<file path="src/rtl/nes_pad_reader.sv">
// NES controller reader: latches the pad, clocks out 8 serial bits and
// presents them as an active-high button vector, single-shot or free-running.
module nes_pad_reader #(
   parameter int CLK_DIV = 8
) (
   input  logic       clk,
   input  logic       reset,
   input  logic       start,
   input  logic       auto_en,
   input  logic       NES_data,
   output logic       NES_latch,
   output logic       NES_clk,
   output logic       busy,
   output logic       done,
   output logic [7:0] buttons
);

   typedef enum logic [1:0] {
      IDLE   = 2'd0,
      LATCH  = 2'd1,
      CLK_LO = 2'd2,
      CLK_HI = 2'd3
   } state_t;

   localparam logic [8:0] HALF_LAST  = 9'(CLK_DIV - 1);
   localparam logic [8:0] LATCH_LAST = 9'(2 * CLK_DIV - 1);

   state_t     state_r, state_nx_s;
   logic [8:0] phase_r, phase_nx_s;
   logic [2:0] index_r, index_nx_s;
   logic [7:0] shift_r, shift_nx_s;
   logic [7:0] buttons_nx_s;
   logic       done_nx_s;
   logic [1:0] sync_r;
   logic       data_sync_s;

   assign data_sync_s = sync_r[1];

   // Two-flop synchronizer for the asynchronous pad data line
   always_ff @(posedge clk) begin
      if (reset) begin
         sync_r <= 2'b11;
      end else begin
         sync_r <= {sync_r[0], NES_data};
      end
   end

   // Next-state, bit capture and result hand-off
   always_comb begin
      state_nx_s   = state_r;
      phase_nx_s   = phase_r + 9'd1;
      index_nx_s   = index_r;
      shift_nx_s   = shift_r;
      buttons_nx_s = buttons;
      done_nx_s    = 1'b0;
      case (state_r)
         IDLE: begin
            phase_nx_s = 9'd0;
            if (start | auto_en) begin
               state_nx_s = LATCH;
               index_nx_s = 3'd0;
            end else begin
               state_nx_s = IDLE;
            end
         end
         LATCH: begin
            if (phase_r == LATCH_LAST) begin
               state_nx_s = CLK_LO;
               phase_nx_s = 9'd0;
               index_nx_s = 3'd0;
            end else begin
               state_nx_s = LATCH;
            end
         end
         CLK_LO: begin
            // Sample at the end of the low half, long after the pad's last shift settled
            if (phase_r == HALF_LAST) begin
               shift_nx_s[index_r] = ~data_sync_s;
               state_nx_s          = CLK_HI;
               phase_nx_s          = 9'd0;
            end else begin
               state_nx_s = CLK_LO;
            end
         end
         CLK_HI: begin
            if (phase_r == HALF_LAST) begin
               phase_nx_s = 9'd0;
               if (index_r < 3'd7) begin
                  index_nx_s = index_r + 3'd1;
                  state_nx_s = CLK_LO;
               end else begin
                  state_nx_s   = IDLE;
                  buttons_nx_s = shift_r;
                  done_nx_s    = 1'b1;
               end
            end else begin
               state_nx_s = CLK_HI;
            end
         end
         default: begin
            state_nx_s = IDLE;
            phase_nx_s = 9'd0;
            index_nx_s = 3'd0;
         end
      endcase
   end

   // State register and registered outputs, decoded from the next state
   always_ff @(posedge clk) begin
      if (reset) begin
         state_r   <= IDLE;
         phase_r   <= 9'd0;
         index_r   <= 3'd0;
         shift_r   <= 8'h00;
         buttons   <= 8'h00;
         done      <= 1'b0;
         busy      <= 1'b0;
         NES_latch <= 1'b0;
         NES_clk   <= 1'b0;
      end else begin
         state_r   <= state_nx_s;
         phase_r   <= phase_nx_s;
         index_r   <= index_nx_s;
         shift_r   <= shift_nx_s;
         buttons   <= buttons_nx_s;
         done      <= done_nx_s;
         busy      <= (state_nx_s != IDLE);
         NES_latch <= (state_nx_s == LATCH);
         NES_clk   <= (state_nx_s == CLK_HI);
      end
   end

endmodule
</file>
<file path="config.mk">
export PLATFORM = sky130hd
export DESIGN_NAME = nes_pad_reader
export DESIGN_NICKNAME = d
export VERILOG_FILES = /design/src/rtl/nes_pad_reader.sv
export SDC_FILE = /design/constraint.sdc
export NUM_CORES = 1
export LEC_CHECK = 0
export CORE_ASPECT_RATIO = 0.5
export CORE_MARGIN = 10
export CORE_UTILIZATION = 30
export CTS_BUF_LIST = sky130_fd_sc_hd__clkbuf_4 sky130_fd_sc_hd__clkbuf_8
export CTS_CLUSTER_DIAMETER = 80
export DETAILED_ROUTE_END_ITERATION = 10
export GPL_TIMING_DRIVEN = 0
export SLEW_MARGIN = 25
export SYNTH_ARGS = -nofsm -noshare
export SYNTH_HDL_FRONTEND = slang
export SYNTH_SLANG_ARGS = --single-unit
</file>
<file path="constraint.sdc">
create_clock -name clk -period 1.6 [get_ports clk]
set_input_delay 0.32 -clock clk [delete_from_list [all_inputs] [get_ports clk]]
set_output_delay 0.32 -clock clk [all_outputs]
set_load 0.02 [all_outputs]
</file>
==> results of run 1 <==
-- synthesized netlist by cell type, drive strengths merged, types with 2 or more instances --
library cell / instances
or2: 3
a21oi: 8
nor3: 2
a211oi: 2
and3: 8
buf: 8
dfxtp: 36
and2b: 2
xnor2: 2
clkbuf: 4
ha: 2
nand2: 4
a31oi: 2
nand4: 3
mux2i: 8
and2: 3
and4bb: 2
nor2: 22
inv: 5
a311oi: 8
xor2: 6
o21ai: 2
nand3: 6
-- power groups by stage --
stage / Sequential, W / Clock (W) / Combinational, W
3_5_place_dp: 0.000942 / 0 / 0.000118
4_1_cts: 0.000924 / 0.000657 / 0.000129
2_1_floorplan: 0.000953 / 0 / 0.0000658
3_3_place_gp: 0.000942 / 0 / 0.000117
6_report: 0.000924 / 0.000645 / 0.000141
5_1_grt: 0.000927 / 0.000704 / 0.000156
-- through the flow --
stage,utilization [%],setup slack [ns],hold WS (ns),area (um^2),power (W)
floorplan,-,0.0311,0.389,1560,0.00102
global placement,36.0,-0.209,0.395,1790,0.00106
detailed placement,36.0,-0.208,0.396,1790,0.00106
CTS,38.9,0.000300,0.414,1940,0.00171
global route,39.9,-0.0894,0.434,1990,0.00179
finish,39.9,0.0132,0.425,1990,0.00171
-- registers in the layout, summed over array words and instances, names as in the netlist --
signal / count
buttons: 8
shift_r: 8
NES_latch: 1
busy: 1
state_r: 2
index_r: 3
NES_clk: 1
sync_r: 2
done: 1
phase_r: 9
-- critical path, stage by stage, from the launching register on --
cell and delay, ns:
dfxtp_2 0.34, ha_4 0.15, and4bb_2 0.25, buf_6 0.14
and3_4 0.15, a211oi_4 0.23, inv_1 0.08, and2_1 0.15
-- kinds of logic after synthesis --
group | after synthesis | share of synthesized area [%]
flops | 36 | 46.3
compound gates | 29 | 13.9
xor+xnor | 8 | 4.51
mux | 8 | 5.15
buf+inv | 17 | 5.79
simple gates | 60 | 22.7
fa+ha+maj | 2 | 1.61
-- cell type report --
| class | instances | area [um^2] | area share (%) |
|---|---|---|---|
| Clock inverter | 3 | 18.8 | 0.945 |
| Clock buffer | 5 | 68.8 | 3.46 |
| Buffer | 10 | 70.1 | 3.53 |
| Tap cell | 70 | 87.6 | 4.41 |
| Multi-Input combinational cell | 107 | 787 | 39.6 |
| Timing Repair Buffer | 21 | 211 | 10.6 |
| Inverter | 5 | 18.8 | 0.945 |
| Sequential cell | 36 | 724 | 36.5 |
-- final timing paths --
| check | from | end | slack, ns | depth (start not counted) |
|---|---|---|---|---|
| hold reg to reg | sync_r[0] | sync_r[1] | 0.43 | 1 |
| hold / removal | sync_r[0] | sync_r[1] | 0.43 | 1 |
| setup / recovery | phase_r[0] | NES_latch | 0.01 | 7 |
| setup reg to reg | phase_r[0] | NES_latch | 0.01 | 7 |
-- routing by layer --
| layer | GRT usage, % | up-vias |
|---|---|---|
| met5 | 0 | - |
| met4 | 3.15 | 0 |
| met3 | 2.69 | 4 |
| met2 | 13.1 | 22 |
| met1 | 8.58 | 587 |
| li1 | - | 624 |
-- repair_timing --
item                       CTS  global route
hold endpoints to repair     0             0
gates cloned                 1             0
buffers inserted             3             2
pin swaps                    4             8
resized for setup            9            12
setup endpoints to repair   29            32
hold buffers                 0             0
==> results.py, run 1 <==
metrics = {
    "status": {
        "status": "complete, no violations",
    },
    "synth": {
        "synth.largest_area_cell": "dfxtp_1",
        "netlist-cell-type-count": 43,
        "yosysSeqAreaShare_pct": 46.3,
        "synthesis.area_um2": 1560,
        "synth.area.top_cells": "dfxtp_1 46%, nor2_1 5.3%, mux2i_1 5.1%",
        "synth_edf_count": 0,
        "synthCells": 160,
        "yosys_warnings": 0,
        "synth.avg_cell_area_um2": 9.72,
        "synth_ff_type": "dfxtp_1",
        "yosys_register_bits": 36,
        "synthArstFlopShare_pct": 0,
        "synth_top_cell_area_share_pct": 46.3,
        "synth_nets": 167,
    },
    "floorplan": {
        "core_um2": 4980,
        "die_area_um2": 8640,
        "start_util_pct": 31.2,
        "boundaryPins": 17,
        "die_y_um": 70.9,
        "rows": 18,
        "die_x_um": 122,
    },
    "sta": {
        "setup_tns_ns": 0,
        "fin_skew_ns": 0.00808,
        "rsz0062_at_grt": "true",
        "clock.fmax_ghz": 0.630,
        "setup_violations": 0,
        "period_minus_slack_ns": 1.59,
        "fin_crit_sh_pct": 99.2,
        "relSlewSlack_pct": 68.3,
        "worst_pin_slew_ns": 0.475,
        "finalHoldViolations": 0,
        "finalMaxSlewViolations": 0,
    },
    "pwr": {
        "internal-power_w": 0.00128,
        "cellPowerDensity_nw_per_um2": 861,
        "p_sw_share_pct": 24.9,
        "power_frac_seq_pct": 54.0,
        "p_clk_share_pct": 37.7,
        "comb_power_share_pct": 8.3,
        "peakVddDrop_mv": 0.323,
        "leakage_nw": 0.875,
        "p_sw_w": 0.000426,
    },
    "cts": {
        "htree_levels": 2,
        "worstSkewPairLatency_ns": 0.29,
        "tritoncts": "done",
        "cts_made_buffers": 5,
        "cts_sinks": 36,
        "cts_buffer_depth": 2,
        "cts-root-buf": "clkbuf_8",
        "clk_pin_slew_worst_paths_ns": 0.07,
    },
    "global_routing": {
        "first_global_vias": 1237,
        "grt_usage_pct": 7.69,
        "grt_max_degree": 13,
        "grt.overflow.total": 0,
        "grt_first_pass_wirelength_mm": 5.55,
        "antenna_found_initial": 0,
    },
    "final_layout": {
        "layout-drive-gt1-share_pct": 21.4,
        "final_cell_mix": "33 x dfxtp_1, 22 x nor2_1, 10 x clkdlybuf4s50_1",
        "fin_cells": 257,
        "final_common_cell": "dfxtp_1",
        "nets": 193,
        "num-fill-cells": 503,
        "n_antenna_cell": 0,
        "syn2layout_area_growth_pct": 27.8,
    },
    "detailed_routing": {
        "first_iter_violations": 69,
        "wl_met3_um": 145,
        "met1_length_mm": 1.54,
        "top_layer": "met4",
        "dr_wl_met2_mm": 1.45,
        "wire_per_inst_um": 12.4,
        "ant_nets": 0,
        "via_per_inst": 4.81,
        "firstDrtPassIters": 4,
        "vias": 1237,
        "routed_wl_mm": 3.18,
        "drc": 0,
    },
    "setup_path": {
        "crit_type": "reg2reg",
        "critPathCaptureType": "flop",
        "path_max_fanout": 5,
        "cp.required_ns": 1.79,
        "cp.arrival_ns": 1.78,
        "cp-start-kind": "flop",
    },
    "placed_design": {
        "io_buffers": 15,
        "place_congestion": 0.767,
        "dp_hpwl_mm": 2.20,
        "numPlacedInstances": 245,
    },
    "run": {
        "max_cap_viol_count": 0,
    },
    "hold_path": {
        "hp-class": "reg2reg",
    },
}
Power figures use the tool's default switching activity.
==> run 2, diff against run 1 <==
--- a/config.mk
+++ b/config.mk
@@ -7,11 +7,12 @@
 export LEC_CHECK = 0
 export CORE_ASPECT_RATIO = 0.5
 export CORE_MARGIN = 10
-export CORE_UTILIZATION = 30
+export CORE_UTILIZATION = 52
 export CTS_BUF_LIST = sky130_fd_sc_hd__clkbuf_4 sky130_fd_sc_hd__clkbuf_8
 export CTS_CLUSTER_DIAMETER = 80
 export DETAILED_ROUTE_END_ITERATION = 10
 export GPL_TIMING_DRIVEN = 0
+export PLACE_DENSITY = 0.77
 export SLEW_MARGIN = 25
 export SYNTH_ARGS = -nofsm -noshare
 export SYNTH_HDL_FRONTEND = slang
==> run 2 against run 1 <==
The flow now finishes with violations (setup timing). Register-to-register slack worse by 0.02 ns. Utilization is 33 points higher. Critical path depth unchanged. Worst hold slack worse by 0.011 ns. Sequential share of layout area increased by 0.098 points. Routed wire length up 0.41%. Fmax shrank 1.2%. Sequential power hardly changed. Combinational power up 3%. Via count shrank 1.9%. Critical endpoint unchanged. Clock skew down 0.0052 ns.
==> results.py, run 2 (synthesis gave the netlist of run 1 again) <==
metrics = {
    "setup_path": {
        "r2r_setup_slack_ns": -0.007,
        "cp.arrival_ns": 1.80,
        "critPathCaptureType": "flop",
        "endpoint": "NES_latch",
        "cp-start-kind": "flop",
        "regToRegEndpoint": "NES_latch",
        "crit_type": "reg2reg",
        "cp-startpoint": "phase_r[1]",
        "rr_worst_depth": 7,
        "r2r_start": "phase_r[1]",
        "path_max_fanout": 5,
        "cp.required_ns": 1.79,
    },
    "detailed_routing": {
        "wire_per_inst_um": 14.2,
        "ant_nets": 0,
        "vias": 1214,
        "first_iter_violations": 57,
        "firstDrtPassIters": 4,
        "routed_wl_mm": 3.19,
        "via_per_inst": 5.40,
        "drc": 0,
    },
    "cts": {
        "htree_levels": 2,
        "cts_made_buffers": 5,
        "clk_pin_slew_worst_paths_ns": 0.07,
        "cts_sinks": 36,
        "worstSkewPairLatency_ns": 0.29,
        "cts_buffer_depth": 2,
        "cts-root-buf": "clkbuf_8",
        "tritoncts": "done",
    },
    "pwr": {
        "comb_power_share_pct": 7.7,
        "leakage_nw": 0.869,
        "p_sw_share_pct": 22.0,
        "cellPowerDensity_nw_per_um2": 946,
        "p_clk_share_pct": 42.9,
        "peakVddDrop_mv": 0.631,
        "power_frac_seq_pct": 49.4,
        "power_w": 0.00187,
        "internal-power_w": 0.00146,
        "p_sw_w": 0.000412,
    },
    "sta": {
        "clock.fmax_ghz": 0.622,
        "worst_slack_ns": -0.00667,
        "whs_ns": 0.414,
        "relSlewSlack_pct": 67.8,
        "setup_violations": 1,
        "worst_pin_slew_ns": 0.483,
        "fin_crit_sh_pct": 100,
        "period_minus_slack_ns": 1.61,
        "finalHoldViolations": 0,
        "fin_skew_ns": 0.00293,
        "rsz0062_at_grt": "true",
        "finalMaxSlewViolations": 0,
    },
    "placed_design": {
        "dpl-instance-area_um2": 1750,
        "io_buffers": 15,
        "dp_hpwl_mm": 2.12,
        "place_congestion": 0.839,
    },
    "floorplan": {
        "core_um2": 2720,
        "die_area_um2": 5710,
        "die_x_um": 97.3,
        "rows": 13,
        "start_util_pct": 57.3,
        "boundaryPins": 17,
        "die_y_um": 58.7,
    },
    "final_layout": {
        "nets": 194,
        "final_cell_mix": "34 x dfxtp_1, 22 x nor2_1, 11 x clkdlybuf4s50_1, 8 x a21oi_1, 8 x a311oi_1",
        "top_register": "phase_r",
        "syn2layout_area_growth_pct": 27.2,
        "n_antenna_cell": 0,
        "num-fill-cells": 190,
        "final_common_cell": "dfxtp_1",
        "multi_input_area_um2": 792,
        "top_regs": "phase_r x9, buttons x8, shift_r x8",
        "layout-drive-gt1-share_pct": 22.3,
        "seq_area_um2": 723,
        "fin_area_um2": 1980,
        "largest_register_ffs": 9,
    },
    "global_routing": {
        "busiest_layer": "met2",
        "gr-usage-met1_pct": 12.3,
        "gr-usage-met2_pct": 18.4,
        "antenna_found_initial": 0,
        "first_global_vias": 1165,
        "grt_usage_pct": 11.4,
        "grtUsageMet3_pct": 5.24,
        "grt_max_degree": 12,
        "grt_first_pass_wirelength_mm": 5.29,
        "grt.overflow.total": 0,
    },
    "hold_path": {
        "hp-class": "reg2reg",
    },
    "status": {
        "failed_checks": "setup timing",
        "status": "finished with violations",
    },
    "run": {
        "max_cap_viol_count": 0,
    },
}
[run 2: critical path, cell delays in order (launching register included)]
cell and delay, ns:
dfxtp_2 0.33, ha_4 0.15, and4bb_2 0.25, buf_6 0.13, and3_4 0.15, a211oi_4 0.25, inv_1 0.08, and2_4 0.16
[run 2: worst min-delay path by stage]
| stage | startpoint | endpoint | slack [ns] | cells after the start |
|---|---|---|---|---|
| finish | sync_r[0] | sync_r[1] | 0.41 | 1 |
| global route | sync_r[0] | sync_r[1] | 0.43 | 1 |
| CTS | sync_r[0] | sync_r[1] | 0.42 | 1 |
| detailed placement | sync_r[0] | sync_r[1] | 0.40 | 1 |
| global placement | sync_r[0] | sync_r[1] | 0.39 | 1 |
| floorplan | sync_r[0] | sync_r[1] | 0.39 | 1 |
[run 2: metal layers]
| layer | vias up | share of wire, % |
|---|---|---|
| met5 | - | 0 |
| met4 | 0 | 2.4 |
| met3 | 10 | 5.9 |
| met2 | 21 | 46 |
| met1 | 559 | 46 |
| li1 | 624 | - |
[run 2: layout make-up]
cell class	count	share of cell area, %
Buffer	11	3.92
Clock buffer	6	3.86
Clock inverter	2	1.77
Inverter	5	0.949
Multi-Input combinational cell	107	40.0
Sequential cell	36	36.6
Tap cell	37	2.34
Timing Repair Buffer	21	10.6
[run 2: timing repair]
action / 4_1_cts / 5_1_grt
pin swaps: 4 / 9
buffers inserted: 4 / 1
gates resized for setup: 8 / 12
cloned: 1 / 0
hold buffers: 0 / 0
setup endpoints to repair: 27 / 36
[run 2: stage by stage]
stage,setup TNS (ns),util [%],setup slack (ns),cells
after CTS,-0.000563,70.9,-0.000563,225
after global routing,-0.656,72.8,-0.0802,225
after global placement,-1.83,64.5,-0.195,212
after floorplan,0,-,0.0311,160
final,-0.00667,72.8,-0.00667,225
after detailed placement,-2.40,64.5,-0.212,212
[run 2: power groups by stage]
stage	clock network [W]	registers (W)	logic, W
3_5_place_dp	0	0.000942	0.000119
4_1_cts	0.000820	0.000924	0.000129
3_3_place_gp	0	0.000942	0.000117
2_1_floorplan	0	0.000953	0.0000658
5_1_grt	0.000859	0.000925	0.000158
6_report	0.000803	0.000924	0.000145
==> run 3, diff against run 2 <==
--- a/config.mk
+++ b/config.mk
@@ -11,6 +11,7 @@
 export CTS_BUF_LIST = sky130_fd_sc_hd__clkbuf_4 sky130_fd_sc_hd__clkbuf_8
 export CTS_CLUSTER_DIAMETER = 80
 export DETAILED_ROUTE_END_ITERATION = 10
+export GPL_ROUTABILITY_DRIVEN = 1
 export GPL_TIMING_DRIVEN = 0
 export PLACE_DENSITY = 0.77
 export SLEW_MARGIN = 25
==> results of run 3 <==
Same layout as run 2: the final DEF is identical, and so are final timing and power.
